--- src/rtl/online_arith_pkg.sv ---
// Shared definitions for the signed-digit online arithmetic blocks.
// Latency: none (types, constants and a pure function only).
// Backpressure: not applicable.
package online_arith_pkg;

  localparam logic [1:0] SD_ZERO = 2'b00;
  localparam logic [1:0] SD_POS  = 2'b01;
  localparam logic [1:0] SD_NEG  = 2'b10;
  localparam logic [1:0] SD_ILL  = 2'b11;

  typedef enum logic [1:0] {
    ST_IDLE,
    ST_LOAD,
    ST_RUN,
    ST_FLUSH
  } sqrt_state_e;

  // Maps a digit code to -1/0/+1; the illegal code reads as zero.
  function automatic logic signed [1:0] sd_to_int(input logic [1:0] code);
    case (code)
      SD_POS:  return 2'sd1;
      SD_NEG:  return -2'sd1;
      default: return 2'sd0;
    endcase
  endfunction

endpackage

--- src/rtl/sd_sqrt_select.sv ---
// Root-digit selection from the 2-fractional-bit residual estimate.
// Latency: combinational.
// Backpressure: none; pure function of its input.
module sd_sqrt_select
  import online_arith_pkg::*;
(
  input  logic signed [4:0] vest_i,
  output logic signed [1:0] s_o,
  output logic [1:0]        code_o
);

  // Thresholds at +1/2 and -1/2, expressed in quarter units.
  always_comb begin
    s_o    = 2'sd0;
    code_o = SD_ZERO;
    if (vest_i >= 5'sd2) begin
      s_o    = 2'sd1;
      code_o = SD_POS;
    end else if (vest_i < -5'sd2) begin
      s_o    = -2'sd1;
      code_o = SD_NEG;
    end
  end

endmodule

--- src/rtl/online_sqrt_n.sv ---
// Radix-2 MSD-first online square root, N digits in, N digits out.
// Latency: first root digit P accepted digits + 1 cycle after the first operand digit.
// Backpressure: i_valid low in LOAD/RUN freezes all state; FLUSH runs without input.
module online_sqrt_n
  import online_arith_pkg::*;
#(
  parameter int N     = 8,
  parameter int P     = 1,
  parameter int GUARD = 3
) (
  input  logic       i_clk,
  input  logic       i_Reset,
  input  logic       i_valid,
  input  logic       i_first,
  input  logic [1:0] i_x,
  output logic       o_valid,
  output logic [1:0] o_y,
  output logic       o_last,
  output logic       o_busy,
  output logic       o_err
);

  // Residual and partial root: 3 integer bits plus F fractional bits.
  localparam int F  = N + P + GUARD;
  localparam int WW = F + 3;
  localparam int JW = $clog2(N + 1);
  localparam int CW = $clog2(P + 1);

  localparam logic [WW-1:0] ONE_F = WW'(1) << F;
  localparam logic [WW-1:0] ONE_P = WW'(1) << (F - P);

  sqrt_state_e   state_q;
  logic [WW-1:0] w_q;
  logic [WW-1:0] s_q;
  logic [JW-1:0] j_q;
  logic [CW-1:0] ld_cnt_q;
  logic          valid_q;
  logic [1:0]    y_q;
  logic          last_q;
  logic          busy_q;
  logic          err_q;

  logic [1:0]        x_code;
  logic signed [1:0] x_int;
  logic              x_ill;
  logic [WW-1:0]     x_term;
  logic [WW-1:0]     v_d;
  logic [WW-1:0]     t_term;
  logic [WW-1:0]     two_s;
  logic [WW-1:0]     w_d;
  logic [WW-1:0]     s_d;
  logic [JW-1:0]     j_d;
  logic signed [4:0] vest;
  logic signed [1:0] sel;
  logic [1:0]        sel_code;

  // One recurrence step: V, digit selection inputs and the W/S updates.
  always_comb begin
    x_code = (state_q == ST_FLUSH) ? SD_ZERO : i_x;
    x_ill  = (x_code == SD_ILL);
    x_int  = sd_to_int(x_code);
    x_term = '0;
    if (x_int == 2'sd1) begin
      x_term = ONE_P;
    end else if (x_int == -2'sd1) begin
      x_term = '0 - ONE_P;
    end
    j_d    = j_q + JW'(1);
    t_term = ONE_F >> j_d;
    v_d    = (w_q << 1) + x_term;
    vest   = $signed(v_d[WW-1 -: 5]);
    two_s  = s_q << 1;
    w_d    = v_d;
    s_d    = s_q;
    if (sel == 2'sd1) begin
      w_d = v_d - two_s - t_term;
      s_d = s_q + t_term;
    end else if (sel == -2'sd1) begin
      w_d = v_d + two_s - t_term;
      s_d = s_q - t_term;
    end
  end

  sd_sqrt_select u_sel (
    .vest_i (vest),
    .s_o    (sel),
    .code_o (sel_code)
  );

  // Control FSM with the datapath registers and registered outputs.
  always_ff @(posedge i_clk) begin
    if (!i_Reset) begin
      state_q  <= ST_IDLE;
      w_q      <= '0;
      s_q      <= '0;
      j_q      <= '0;
      ld_cnt_q <= '0;
      valid_q  <= 1'b0;
      y_q      <= SD_ZERO;
      last_q   <= 1'b0;
      busy_q   <= 1'b0;
      err_q    <= 1'b0;
    end else begin
      valid_q <= 1'b0;
      y_q     <= SD_ZERO;
      last_q  <= 1'b0;
      case (state_q)
        ST_IDLE: begin
          busy_q <= 1'b0;
          // busy_q still high here on the o_last cycle, so no overlap.
          if (i_valid && i_first && !busy_q) begin
            w_q      <= x_term;
            s_q      <= '0;
            j_q      <= '0;
            ld_cnt_q <= CW'(1);
            err_q    <= x_ill;
            busy_q   <= 1'b1;
            state_q  <= (P == 1) ? ST_RUN : ST_LOAD;
          end
        end
        ST_LOAD: begin
          if (i_valid) begin
            w_q      <= v_d;
            ld_cnt_q <= ld_cnt_q + CW'(1);
            err_q    <= err_q | x_ill;
            if (ld_cnt_q == CW'(P - 1)) begin
              state_q <= ST_RUN;
            end
          end
        end
        ST_RUN: begin
          if (i_valid) begin
            w_q     <= w_d;
            s_q     <= s_d;
            j_q     <= j_d;
            err_q   <= err_q | x_ill;
            valid_q <= 1'b1;
            y_q     <= sel_code;
            if (j_d == JW'(N - P)) begin
              state_q <= ST_FLUSH;
            end
          end
        end
        ST_FLUSH: begin
          w_q     <= w_d;
          s_q     <= s_d;
          j_q     <= j_d;
          valid_q <= 1'b1;
          y_q     <= sel_code;
          if (j_d == JW'(N)) begin
            last_q  <= 1'b1;
            state_q <= ST_IDLE;
          end
        end
        default: state_q <= ST_IDLE;
      endcase
    end
  end

  assign o_valid = valid_q;
  assign o_y     = y_q;
  assign o_last  = last_q;
  assign o_busy  = busy_q;
  assign o_err   = err_q;

endmodule

--- config.mk ---
export PLATFORM = sky130hd
export DESIGN_NAME = online_sqrt_n
export DESIGN_NICKNAME = d
export VERILOG_FILES = /design/src/rtl/online_arith_pkg.sv /design/src/rtl/sd_sqrt_select.sv /design/src/rtl/online_sqrt_n.sv
export SDC_FILE = /design/constraint.sdc
export NUM_CORES = 1
export LEC_CHECK = 0
export CAP_MARGIN = 20
export CORE_ASPECT_RATIO = 0.7
export CORE_MARGIN = 2
export CORE_UTILIZATION = 64
export CTS_CLUSTER_DIAMETER = 40
export DETAILED_ROUTE_END_ITERATION = 10
export GPL_TIMING_DRIVEN = 0
export PLACE_DENSITY = 0.85
export SYNTH_ARGS = -nofsm -noshare
export SYNTH_HDL_FRONTEND = slang
export SYNTH_SLANG_ARGS = --single-unit
--- constraint.sdc ---
create_clock -name i_clk -period 7.5 [get_ports i_clk]
set_clock_uncertainty 0.2 [all_clocks]
set_input_delay 0.75 -clock i_clk [delete_from_list [all_inputs] [get_ports i_clk]]
set_output_delay 0.75 -clock i_clk [all_outputs]
set_load 0.01 [all_outputs]
Word level (Yosys, flattened, before mapping)
Index checks and enable logic that the tools add are counted.
{"block": "word_totals", "register_bits": 42, "inputBits": 6, "out_inout_bits": 6, "wordCells": 97}
{"block": "op_classes", "addsub": 9, "order_cmp": 2, "eq_ne": 19, "n_shift": 1, "muxes": 41, "bitwise_logic": 1, "reduce_logical": 14}
{"operator": "two-way mux 15 bit", "count": 6}
{"operator": "two-way mux 14 bit", "count": 5}
{"operator": "case mux 14 bit (4 select lines)", "count": 1}
{"operator": "case mux 15 bit (3 select lines)", "count": 1}
{"operator": "subtractor 14 bit", "count": 3}
{"operator": "adder 15 bit", "count": 2}
{"operator": "two-way mux 2 bit", "count": 12}
{"operator": ">> shifter 13 x 4 -> 15 bit, first input constant", "count": 1}
{"operator": "subtractor 15 bit", "count": 1}
{"operator": "adder 14 bit", "count": 1}
{"operator": "== test 2 bit, second input constant", "count": 6}
{"operator": "case mux 4 bit (3 select lines)", "count": 1}
{"operator": "AND reduction 3 bit", "count": 4}
{"operator": "!= test 2 bit, second input constant", "count": 5}
{"operator": "== test 2 x 1 -> 1 bit, second input constant", "count": 4}
{"operator": "two-way mux 4 bit", "count": 2}
{"operator": "case mux 2 bit (2 select lines)", "count": 2}
{"operator": "case mux 2 bit (4 select lines)", "count": 1}
{"operator": "two-way mux 1 bit", "count": 7}
{"operator": "case mux 1 bit (2 select lines)", "count": 3}
{"operator": "AND reduction 6 bit", "count": 1}
{"operator": ">= comparator 5 x 3 -> 1 bit, second input constant", "count": 1}
{"operator": "< comparator 5 x 2 -> 1 bit, second input constant", "count": 1}
{"operator": "adder 4 x 1 -> 4 bit, second input constant", "count": 1}
{"operator": "other kinds (12)", "count": 15}

Longest topological paths before layout
Gate-level depths: netlist (run 1).
{"block": "depth", "word_depth": 16, "ltp_mapped": 21, "ltp_nobuf": 20}

By module
From an unflattened synthesis (run 1), not the netlist that was laid out.
{"block": "hier_totals", "hier_cells": 666, "area_unflattened_um2": 5195.0}
{"mod": "online_sqrt_n", "instances": 1, "cells_per_inst": 660, "area_each_um2": 5151.2, "seq_area_each_um2": 800.8}
{"mod": "sd_sqrt_select", "instances": 1, "cells_per_inst": 6, "area_each_um2": 43.8, "seq_area_each_um2": 0.0}

Worst setup path before layout (run 1)
Ideal clock, no wire load.
{"block": "synth_path", "path_type": "input port to flip-flop", "startpoint": "input i_x[1]", "endpoint": "register s_q[12]", "setup_ps": 82, "arrival_time_ps": 5074, "required_time_ps": 7218, "path_slack_ps": 2144, "path_stages": 18, "n_path_buf": 1, "path_cell_list": "nor2b_4 > ha_1 > ha_1 > inv_1 > fa_1 > nor2b_1 > a221oi_1 > mux2i_1 > clkbuf_1 > o21ai_0 > fa_1 > a211oi_1 > o211ai_1 > a41oi_1 > o21ai_0 > a2111oi_0 > mux2i_1 > o2111ai_1"}
{"block": "synth_between", "elab_chain_len": 15, "elab_cells_between_ends": 19, "classes_between": "1 x add/sub; 2 x order compare; 6 x eq/ne; 10 x mux"}
{"item": "from (decl)", "line": "online_sqrt_n.sv:15", "text": "input logic [1:0] i_x,"}
{"item": "two-way mux 2 bit (*)", "line": "online_sqrt_n.sv:59", "text": "x_code = (state_q == ST_FLUSH) ? SD_ZERO : i_x;"}
{"item": "== test 2 bit or == test 2 x 1 -> 1 bit (tied branches)", "line": "online_arith_pkg.sv:20", "text": "case (code)"}
{"item": "case mux 2 bit (2 select lines) (*)", "line": "online_arith_pkg.sv:20"}
{"item": "== test 2 x 1 -> 1 bit", "line": "online_sqrt_n.sv:65", "text": "end else if (x_int == -2'sd1) begin"}
{"item": "two-way mux 15 bit", "line": "online_sqrt_n.sv:65"}
{"item": "two-way mux 15 bit (*)", "line": "online_sqrt_n.sv:63", "text": "if (x_int == 2'sd1) begin"}
{"item": "adder 15 bit (*)", "line": "online_sqrt_n.sv:70", "text": "v_d = (w_q << 1) + x_term;"}
{"item": "< comparator 5 x 2 -> 1 bit", "line": "sd_sqrt_select.sv:19", "text": "end else if (vest_i < -5'sd2) begin"}
{"item": "two-way mux 2 bit", "line": "sd_sqrt_select.sv:19"}
{"item": "two-way mux 2 bit (*)", "line": "sd_sqrt_select.sv:16", "text": "if (vest_i >= 5'sd2) begin"}
{"item": "== test 2 x 1 -> 1 bit", "line": "online_sqrt_n.sv:78", "text": "end else if (sel == -2'sd1) begin"}
{"item": "two-way mux 15 bit", "line": "online_sqrt_n.sv:78"}
{"item": "two-way mux 15 bit (*)", "line": "online_sqrt_n.sv:75", "text": "if (sel == 2'sd1) begin"}
{"item": "two-way mux 15 bit", "line": "online_sqrt_n.sv:132", "text": "if (i_valid) begin"}
{"item": "case mux 15 bit (3 select lines) (*)", "line": "online_sqrt_n.sv:107", "text": "case (state_q)"}
{"item": "to (signal assigned)", "line": "online_sqrt_n.sv:113", "text": "s_q <= '0;"}
{"item": "to (signal assigned)", "line": "online_sqrt_n.sv:134", "text": "s_q <= s_d;"}
{"item": "to (signal assigned)", "line": "online_sqrt_n.sv:146", "text": "s_q <= s_d;"}
{"item": "to (decl)", "line": "online_sqrt_n.sv:34", "text": "logic [WW-1:0] s_q;"}
Mark *: on every way between the ends. The rest lies on a longest branch, timed or not. The select of a mux whose other input is x is not followed.
A chain may end at the register's enable or synchronous reset.

Final worst setup path (run 1)
{"block": "layout_path", "startpoint": "input i_x[0]", "endpoint": "register s_q[12]"}
Same word-level chain as after synthesis.

==> results of run 1 <==
-- where the power goes --
group / switching, W / total (W) / internal (W) / leakage, nW
logic: 0.000907 / 0.00143 / 0.000526 / 1.98
registers: 0.0000327 / 0.000280 / 0.000247 / 0.324
clock network: 0.0000948 / 0.000251 / 0.000157 / 0.0798
total: 0.00103 / 0.00196 / 0.000930 / 2.39
-- tightest hold or removal path: cells and delay by family, from the launching register on --
family | cells | cell delay, ns
DFF | 1 | 0.32
and+or+nand+nor | 1 | 0.06
AOI/OAI and AO/OA | 1 | 0.06
-- through the flow --
step                hold WS, ns  worst slack (ns)  cell area (um^2)  util [%]  cells
CTS                      0.2906            0.5721              5522     70.76    783
global placement         0.2765            0.5422              5354     68.61    775
floorplan                0.2506             2.144              5117         -    663
finish                   0.2909            0.4916              5525     70.80    783
detailed placement       0.2822            0.3113              5354     68.61    775
global route             0.3258            0.1237              5525     70.80    783
-- registers in the layout (all words and copies together), names as in the netlist --
register,count
s_q,13
ld_cnt_q,1
o_valid,1
j_q,4
o_busy,1
w_q,14
o_last,1
state_q,2
o_err,1
o_y,2
-- cell usage after synthesis, types with 2 or more instances --
cell,n
a2111oi_0,3
a211o_1,5
a211oi_1,13
a21o_1,9
a21oi_1,65
a221oi_1,5
a22oi_1,6
a31oi_1,6
a32oi_1,2
a41oi_1,2
and2_1,2
and3_1,11
buf_2,2
clkbuf_1,19
dfxtp_1,40
fa_1,27
ha_1,57
inv_1,76
mux2_2,3
mux2i_1,7
nand2_1,50
nand2b_1,4
nand3_1,25
nor2_1,59
nor2b_1,3
nor3_1,19
o2111ai_1,4
o211ai_1,10
o21a_1,13
o21ai_0,23
o21bai_1,4
o22ai_1,6
o31ai_1,2
o41ai_1,3
or2_2,2
or3_1,6
or4_1,5
xnor2_1,23
xor2_1,23
-- cell type report --
cell class | instances | area (um^2) | share of cell area [%]
sequential | 40 | 800.8 | 14.49
clock buffer | 5 | 125.1 | 2.264
clock inverter | 3 | 42.54 | 0.7699
multi-input combinational | 524 | 3934 | 71.20
timing repair buffer | 11 | 110.1 | 1.993
tap | 101 | 126.4 | 2.287
inverter | 77 | 294.0 | 5.322
buffer | 22 | 92.59 | 1.676
-- kinds of logic (layout without fill, tap and decap cells) --
family,count (synthesis),in the layout
compound gates,192,192
xor+xnor,47,47
fa+ha+maj,84,84
buf+inv,99,118
flops,40,40
mux,11,11
simple gates,190,190
-- final timing paths --
kind | start | to | depth (start not counted)
min | w_q[10] | w_q[10] | 2
min reg2reg | w_q[10] | w_q[10] | 2
max reg2reg | state_q[0] | s_q[12] | 19
max | i_x[0] | s_q[12] | 19
-- layer usage --
layer,vias to the layer above,track usage (%)
li1,2365,-
met1,2329,47.42
met2,304,53.50
met3,42,10.53
met4,0,9.125
met5,-,0
==> summary.txt, run 1 <==
Detailed routing
  – Metal2 WL: 6312 um
  – Routed length on met3: 2115 um
  – Via/cell ratio: 6.437
  – Initial DRC count: 528
  – Top routing layer in use: met4
  – Met1 WL: 6420 um
  – Total wire length: 15150 um
  – Drt drc: 0
  – Post-route ant nets: 0
  – Drt first pass iters: 9
  – Drt wl/cell: 19.35 um
  – Routed via count: 5040

Yosys
  – Mux cell area share after synthesis: 2.323%
  – Top-area cell type share of the netlist area: 15.65%
  – Cell Area, Synth: 5117 um^2
  – Ys async rst share: 0%
  – Number of flops mapped to enable cells by yosys: 0
  – Mean Syn Cell Area: 7.719 um^2
  – Part of the Yosys area used for sequential elements: 15.65%
  – Simple-Gate Fraction of Synth Area: 17.31%
  – Largest family of logic cells by synthesized area: adder cells
  – Ys Warns: 0
  – Yosys cell types: 58
  – Synthesized flop and latch total: 40
  – Synth Area in Compound Gates: 24.47%
  – Area contributors post-synth: dfxtp_1, ha_1, fa_1
  – Main synth FF type: dfxtp_1
  – Dominant cell type by area after synthesis: dfxtp_1
  – Synth Area in XOR/XNOR: 8.191%
  – Synthesized net count: 753
  – Syn Inst Count: 663
  – Adder-Cell Fraction of Synth Area: 24.50%

Critical path
  – CP max FO: 10
  – Worst Path Required: 7.51 ns
  – CP Capture Type: flop
  – Delay-heaviest family, CP: compound AO/OA/AOI/OAI gates
  – Register-to-Register Setup Slack: 0.55 ns
  – CP arrival: 7.02 ns
  – CP Cell Sequence: clkdlybuf4s50_1 > nor2b_1 > ha_1 > ha_1 > inv_1 > fa_1 > nor2b_1 > a221oi_1 > mux2i_2 > clkbuf_1 > o21ai_0 > fa_1 > a211oi_1 > o211ai_1 > a41oi_1 > o21ai_0 > a2111oi_0 > mux2i_1 > o2111ai_1
  – CP Buf/Inv Count: 3
  – Critical path class: primary input to flop
  – Crit path launch type: primary input
  – Crit-path slowest cell: fa_1
  – Critical path's largest stage delay: 0.67 ns

Floorplanning
  – Num rows: 27
  – Die W: 110.9 um
  – DIE HEIGHT: 78.82 um
  – Core region area: 7804 um^2
  – Initial Util: 65.58%
  – I/O pin count: 12
  – Die ar.: 8739 um^2

GRT
  – Largest net degree at the start of global routing: 14
  – Initial antenna violation count: 0
  – First-pass GRT wire length: 24030 um
  – Vias in the first global route: 4764
  – GRT overflow: 0
  – Global Route Usage Sum: 34.61%

Pwr
  – LEAKAGE: 2.385 nW
  – Worst vdd rail ir drop: 246.7 uV
  – Overall Power: 0.001965 W
  – P per Cell Area: 355.6 nW/um^2

Clocking
  – CTS tree: built
  – CTS hold repair buffers: 0
  – CTS Root Cell: clkbuf_16
  – Clock Pin Slew Worst Setup and Hold Paths: 0.06 ns
  – H-tree levels: 2
  – Buffers from clock root to sink, at most: 2
  – Total CTS buffers: 5
  – Cts repair resizes: 0
  – Later-pin clock latency in the skew report: 0.29 ns
  – Post-CTS setup buffers: 0
  – Num Clock Sinks: 40

Place
  – I/O Buffers: 11
  – Final HPWL DP: 11970 um
  – GP Congestion: 1.096

STA
  – Fin. max-slew vios: 0
  – Period utilization: 93.45%
  – Max Freq: 142.7 MHz
  – Tightest Pin Transition: 0.8450 ns
  – Max_slew headroom: 43.26%
  – Min Tclk post-route: 7.008 ns
  – Final Hold Fails: 0
  – Final setup vio count: 0
  – Final setup TNS: 0 ns
  – RSZ-0062 raised after global routing: false

Flow run
  – Max-Cap Viols: 0

Run status
  – Status: finished, final reports clean

Finish
  – Fill cell count: 639
  – Area Growth Syn to Fin: 7.971%
  – Commonest cells after routing, fill and taps aside: inv_1, a21oi_1, nor2_1
  – Nets: 771
  – Share of layout cells above drive strength 1: 3.519%
  – Commonest non-fill, non-tap cell in the layout: inv_1
  – # diodes: 0

Hold path
  – Worst hold path class: flop to flop
Power figures use the tool's default switching activity.
==> run 2: changes to the inputs <==
ABC_AREA = 1   (was default)
==> summary.txt, run 2 <==
Run status
  – Status: finished, final reports clean

Finish
  – Largest registers: w_q (14), s_q (13), j_q (4)
  – Fill cell count: 671
  – Commonest non-fill, non-tap cell in the layout: nand2_1
  – Commonest cells after routing, fill and taps aside: nand2_1, inv_1, nand3_1, a21oi_1, ha_1
  – Biggest register: w_q
  – # diodes: 0
  – Area Growth Syn to Fin: 7.504%
  – Nets: 903
  – Post-route design area: 5539 um^2
  – Share of layout cells above drive strength 1: 4.668%
  – Max FFs per register: 14

Yosys
  – Number of flops mapped to enable cells by yosys: 0
  – Most common cell in the netlist: nand2_1
  – Synthesized net count: 885
  – Yosys cell types: 40
  – Ys Warns: 0
  – Main synth FF type: dfxtp_1
  – Area contributors post-synth: dfxtp_1, nand2_1, ha_1
  – Dominant cell type by area after synthesis: dfxtp_1
  – Ys async rst share: 0%
  – Part of the Yosys area used for sequential elements: 15.54%
  – Mean Syn Cell Area: 6.481 um^2
  – Cell Area, Synth: 5152 um^2
  – Syn Inst Count: 795
  – Most frequent cells after synthesis: nand2_1, inv_1, a21oi_1, nand3_1, ha_1
  – Top-area cell type share of the netlist area: 15.54%
  – Synthesized flop and latch total: 40

Clocking
  – CTS hold repair buffers: 0
  – H-tree levels: 2
  – CTS Root Cell: clkbuf_16
  – Post-CTS setup buffers: 0
  – CTS tree: built
  – Buffers from clock root to sink, at most: 2
  – Later-pin clock latency in the skew report: 0.29 ns
  – Total CTS buffers: 5
  – Num Clock Sinks: 40
  – Clock Pin Slew Worst Setup and Hold Paths: 0.06 ns
  – Cts repair resizes: 0

Place
  – Final HPWL DP: 11800 um
  – I/O Buffers: 11
  – Dpl cell area: 5389 um^2
  – GP Congestion: 1.052

Flow run
  – Max-Cap Viols: 0

Pwr
  – Overall Power: 0.002365 W
  – Worst vdd rail ir drop: 308.9 uV
  – P per Cell Area: 426.9 nW/um^2
  – LEAKAGE: 2.805 nW

Floorplanning
  – DIE HEIGHT: 79.07 um
  – Die W: 111.2 um
  – Num rows: 27
  – I/O pin count: 12
  – Core region area: 7838 um^2
  – Initial Util: 65.74%
  – Die ar.: 8796 um^2

Hold path
  – Worst hold path class: flop to flop
  – Hold depth: 2
  – Worst Hold End: o_err
  – Hold path startpoint: o_err

Critical path
  – CP arrival: 5.35 ns
  – Critical path class: primary input to flop
  – CP max FO: 10
  – R2R Path Start: state_q[0]
  – CP Depth: 25
  – Register-to-Register Setup Slack: 2.33 ns
  – Critical path's largest stage delay: 0.46 ns
  – Crit-path slowest cell: clkdlybuf4s50_1
  – CP Capture Type: flop
  – CP Launch Point: i_x[1]
  – Crit path launch type: primary input
  – Delay-heaviest family, CP: buffers and inverters
  – R2R Path End: s_q[9]
  – Worst Path Required: 7.45 ns
  – R2R depth: 24
  – CP Buf/Inv Count: 7

GRT
  – GRT overflow: 0
  – Global Route Usage Sum: 33.49%
  – Vias in the first global route: 5024
  – Initial antenna violation count: 0
  – First-pass GRT wire length: 23700 um
  – Largest net degree at the start of global routing: 13

Detailed routing
  – Routed via count: 5326
  – Drt wl/cell: 15.85 um
  – Via/cell ratio: 5.821
  – Drt first pass iters: 6
  – Post-route ant nets: 0
  – Drt drc: 0
  – Initial DRC count: 624
  – Total wire length: 14510 um

STA
  – Tightest Pin Transition: 0.7248 ns
  – Final setup TNS: 0 ns
  – Max_slew headroom: 51.50%
  – Final setup vio count: 0
  – Fin. max-slew vios: 0
  – Max Freq: 185.3 MHz
  – Min Hold Slack: 0.2670 ns
  – RSZ-0062 raised after global routing: false
  – Period utilization: 71.96%
  – Min Tclk post-route: 5.397 ns
  – Final Hold Fails: 0
## run 2: layout make-up
| type | count | area [um^2] | share of cell area, % |
|---|---|---|---|
| multi-input combinational | 587 | 3700 | 66.79 |
| inverter | 155 | 581.8 | 10.50 |
| buffer | 13 | 70.07 | 1.265 |
| clock buffer | 7 | 142.6 | 2.575 |
| clock inverter | 1 | 7.507 | 0.1355 |
| timing repair buffer | 11 | 110.1 | 1.988 |
| tap | 101 | 126.4 | 2.281 |
| sequential | 40 | 800.8 | 14.46 |
## run 2: power breakdown
part	switching [W]	total (W)	internal (W)
registers	0.0000455	0.000295	0.000250
logic	0.00121	0.00184	0.000631
clock network	0.0000927	0.000226	0.000133
total	0.00135	0.00236	0.00101
## run 2: worst min-delay path, cell delays in order (launching register included)
cell,delay [ns]
dfxtp_1,0.31
o31ai_1,0.06
a21oi_1,0.05
## run 2: routing by layer
metal | track usage (%) | vias up | wire length, um
met5 | 0 | - | 0
met3 | 8.092 | 31 | 1515
met1 | 44.82 | 2476 | 6407
li1 | - | 2568 | -
met4 | 9.136 | 0 | 259
met2 | 54.70 | 251 | 6323
## run 2: logic make-up (layout without fill, tap and decap cells)
logic type	count (synthesis)	in the layout	synth area share, %
buffers and inverters	168	187	12.65
flip-flops	40	40	15.54
XOR/XNOR	25	25	4.250
AO/OA/AOI/OAI	137	137	14.74
AND/OR/NAND/NOR	341	341	28.49
adder cells (fa/ha/maj)	84	84	24.33
## run 2: worst max path at each step
stage	endpoint	slack, ns
floorplan	s_q[9]	3.04
global placement	s_q[9]	2.06
detailed placement	s_q[9]	1.90
CTS	s_q[9]	2.17
global route	s_q[9]	1.80
finish	s_q[9]	2.10
## run 2: metrics by stage
stage	cells	setup WS, ns	util, %
floorplan	795	3.041	-
global placement	907	2.058	68.76
detailed placement	907	1.899	68.76
CTS	915	2.175	70.67
global route	915	1.798	70.67
finish	915	2.103	70.67
==> run 3: changes to the inputs <==
clock period = 5.14 ns   (was 7.5 ns; I/O delays follow)
==> summary.txt, run 3 (synthesis gave the netlist of run 2 again) <==
Run status
  – Status: finished, final reports clean

Place
  – I/O Buffers: 11
  – GP Congestion: 1.052
  – Final HPWL DP: 11800 um
  – Placed instance count: 907

Finish
  – Share of layout cells above drive strength 1: 5.147%
  – Post-route insts no fill: 917
  – Commonest cells after routing, fill and taps aside: nand2_1, inv_1, nand3_1, a21oi_1, ha_1
  – Max FFs per register: 14
  – Area Growth Syn to Fin: 8.159%
  – Nets: 905
  – Commonest non-fill, non-tap cell in the layout: nand2_1
  – Fill cell count: 666
  – Largest registers: w_q (14), s_q (13), j_q (4)
  – Biggest register: w_q
  – # diodes: 0

GRT
  – Vias in the first global route: 5024
  – Largest net degree at the start of global routing: 13
  – First-pass GRT wire length: 23700 um
  – Initial antenna violation count: 0
  – Global Route Usage Sum: 33.49%
  – GRT overflow: 0

STA
  – Max_slew headroom: 52.17%
  – Period utilization: 93.95%
  – Max Freq: 207.1 MHz
  – Min Hold Slack: 0.2696 ns
  – Final Hold Fails: 0
  – Final setup vio count: 0
  – Fin. max-slew vios: 0
  – Min Tclk post-route: 4.829 ns
  – Tightest Pin Transition: 0.7149 ns

Floorplanning
  – Num rows: 27
  – Die W: 111.2 um
  – I/O pin count: 12
  – DIE HEIGHT: 79.07 um
  – Die ar.: 8796 um^2
  – Core region area: 7838 um^2
  – Initial Util: 65.74%

Detailed routing
  – Drt drc: 0
  – Drt first pass iters: 5
  – Drt wl/cell: 15.89 um
  – Via/cell ratio: 5.779
  – Initial DRC count: 583
  – Post-route ant nets: 0
  – Total wire length: 14570 um
  – Routed via count: 5299

Critical path
  – Critical path's largest stage delay: 0.70 ns
  – CP Capture Type: flop
  – R2R depth: 21
  – CP Cell Sequence: clkdlybuf4s50_1 > inv_2 > nor2_1 > ha_1 > ha_1 > inv_1 > fa_1 > nand3_1 > nand2_4 > buf_6 > clkbuf_4 > o21ai_0 > xor2_1 > ha_2 > a21oi_1 > o21ai_0 > inv_1 > nand2_1 > a31o_2 > or2_2 > nand3_1 > a21oi_1
  – Critical path class: primary input to flop
  – CP arrival: 4.78 ns
  – CP max FO: 10
  – CP Depth: 22
  – Crit-path slowest cell: fa_1
  – CP Buf/Inv Count: 6
  – Worst Path Required: 5.09 ns
  – Delay-heaviest family, CP: adder cells
  – Crit path launch type: primary input

Clocking
  – Later-pin clock latency in the skew report: 0.29 ns
  – Total CTS buffers: 5
  – CTS tree: built
  – H-tree levels: 2
  – Clock Pin Slew Worst Setup and Hold Paths: 0.06 ns
  – Buffers from clock root to sink, at most: 2
  – CTS Root Cell: clkbuf_16
  – Num Clock Sinks: 40

Hold path
  – Worst hold path class: flop to flop
  – Hold depth: 2

Pwr
  – LEAKAGE: 2.814 nW
  – Worst vdd rail ir drop: 457.8 uV
  – P per Cell Area: 624.5 nW/um^2

Flow run
  – Max-Cap Viols: 0
-- run 3: changes by cell type in the layout (fill, tap and decap cells not counted), sizes merged --
cell	change
clkbuf	+1
buf	+1
-- run 3: final timing paths --
kind                            startpoint  slack (ns)     end
worst max-delay path                i_x[1]        0.31  s_q[9]
worst min-delay path                 o_err        0.27   o_err
worst max register to register  state_q[0]        0.35  s_q[9]
worst min register to register       o_err        0.27   o_err
-- run 3: final cells by class --
| cell class | count | area, um^2 | share of cell area [%] |
|---|---|---|---|
| Multi-Input combinational cell | 587 | 3710 | 66.57 |
| Sequential cell | 40 | 800.8 | 14.37 |
| Inverter | 155 | 581.8 | 10.44 |
| Clock buffer | 7 | 142.6 | 2.560 |
| Tap cell | 101 | 126.4 | 2.268 |
| Timing Repair Buffer | 13 | 125.1 | 2.245 |
| Buffer | 13 | 78.83 | 1.414 |
| Clock inverter | 1 | 7.507 | 0.1347 |
-- run 3: metrics by stage --
step | setup slack (ns) | total power (W) | cell area [um^2] | TNS, ns | util (%)
3_5_place_dp | -0.2255 | 0.003023 | 5389 | -0.6537 | 68.76
5_1_grt | -0.01409 | 0.003804 | 5573 | -0.01409 | 71.10
3_3_place_gp | -0.06626 | 0.002942 | 5389 | -0.06626 | 68.76
2_1_floorplan | 0.8599 | 0.002404 | 5152 | 0 | -
6_report | 0.3112 | 0.003480 | 5573 | 0 | 71.10
4_1_cts | 0.04958 | 0.003374 | 5539 | 0 | 70.67
-- run 3: power breakdown --
part           internal, W  switching [W]
Clock             0.000194       0.000135
Combinational     0.000942        0.00178
Sequential        0.000364      0.0000658
-- run 3: worst min-delay path: cells and delay by family, from the launching register on --
family | cells | cell delay [ns]
AO/OA/AOI/OAI | 2 | 0.11
flip-flops | 1 | 0.31
-- run 3: what timing repair did --
action                                  CTS  global route
resized for setup                         0             7
hold buffers                              0             0
setup buffers                             0             2
endpoints found under the setup margin    0             8
-- run 3: layer usage --
metal | share of wire [%] | GRT usage, % | vias up | wire length, um
met5 | 0 | 0 | - | 0
met4 | 1.5 | 9.136 | 0 | 214
met3 | 11 | 8.092 | 24 | 1570
met2 | 44 | 54.70 | 253 | 6382
met1 | 44 | 44.82 | 2449 | 6401
li1 | - | - | 2573 | -
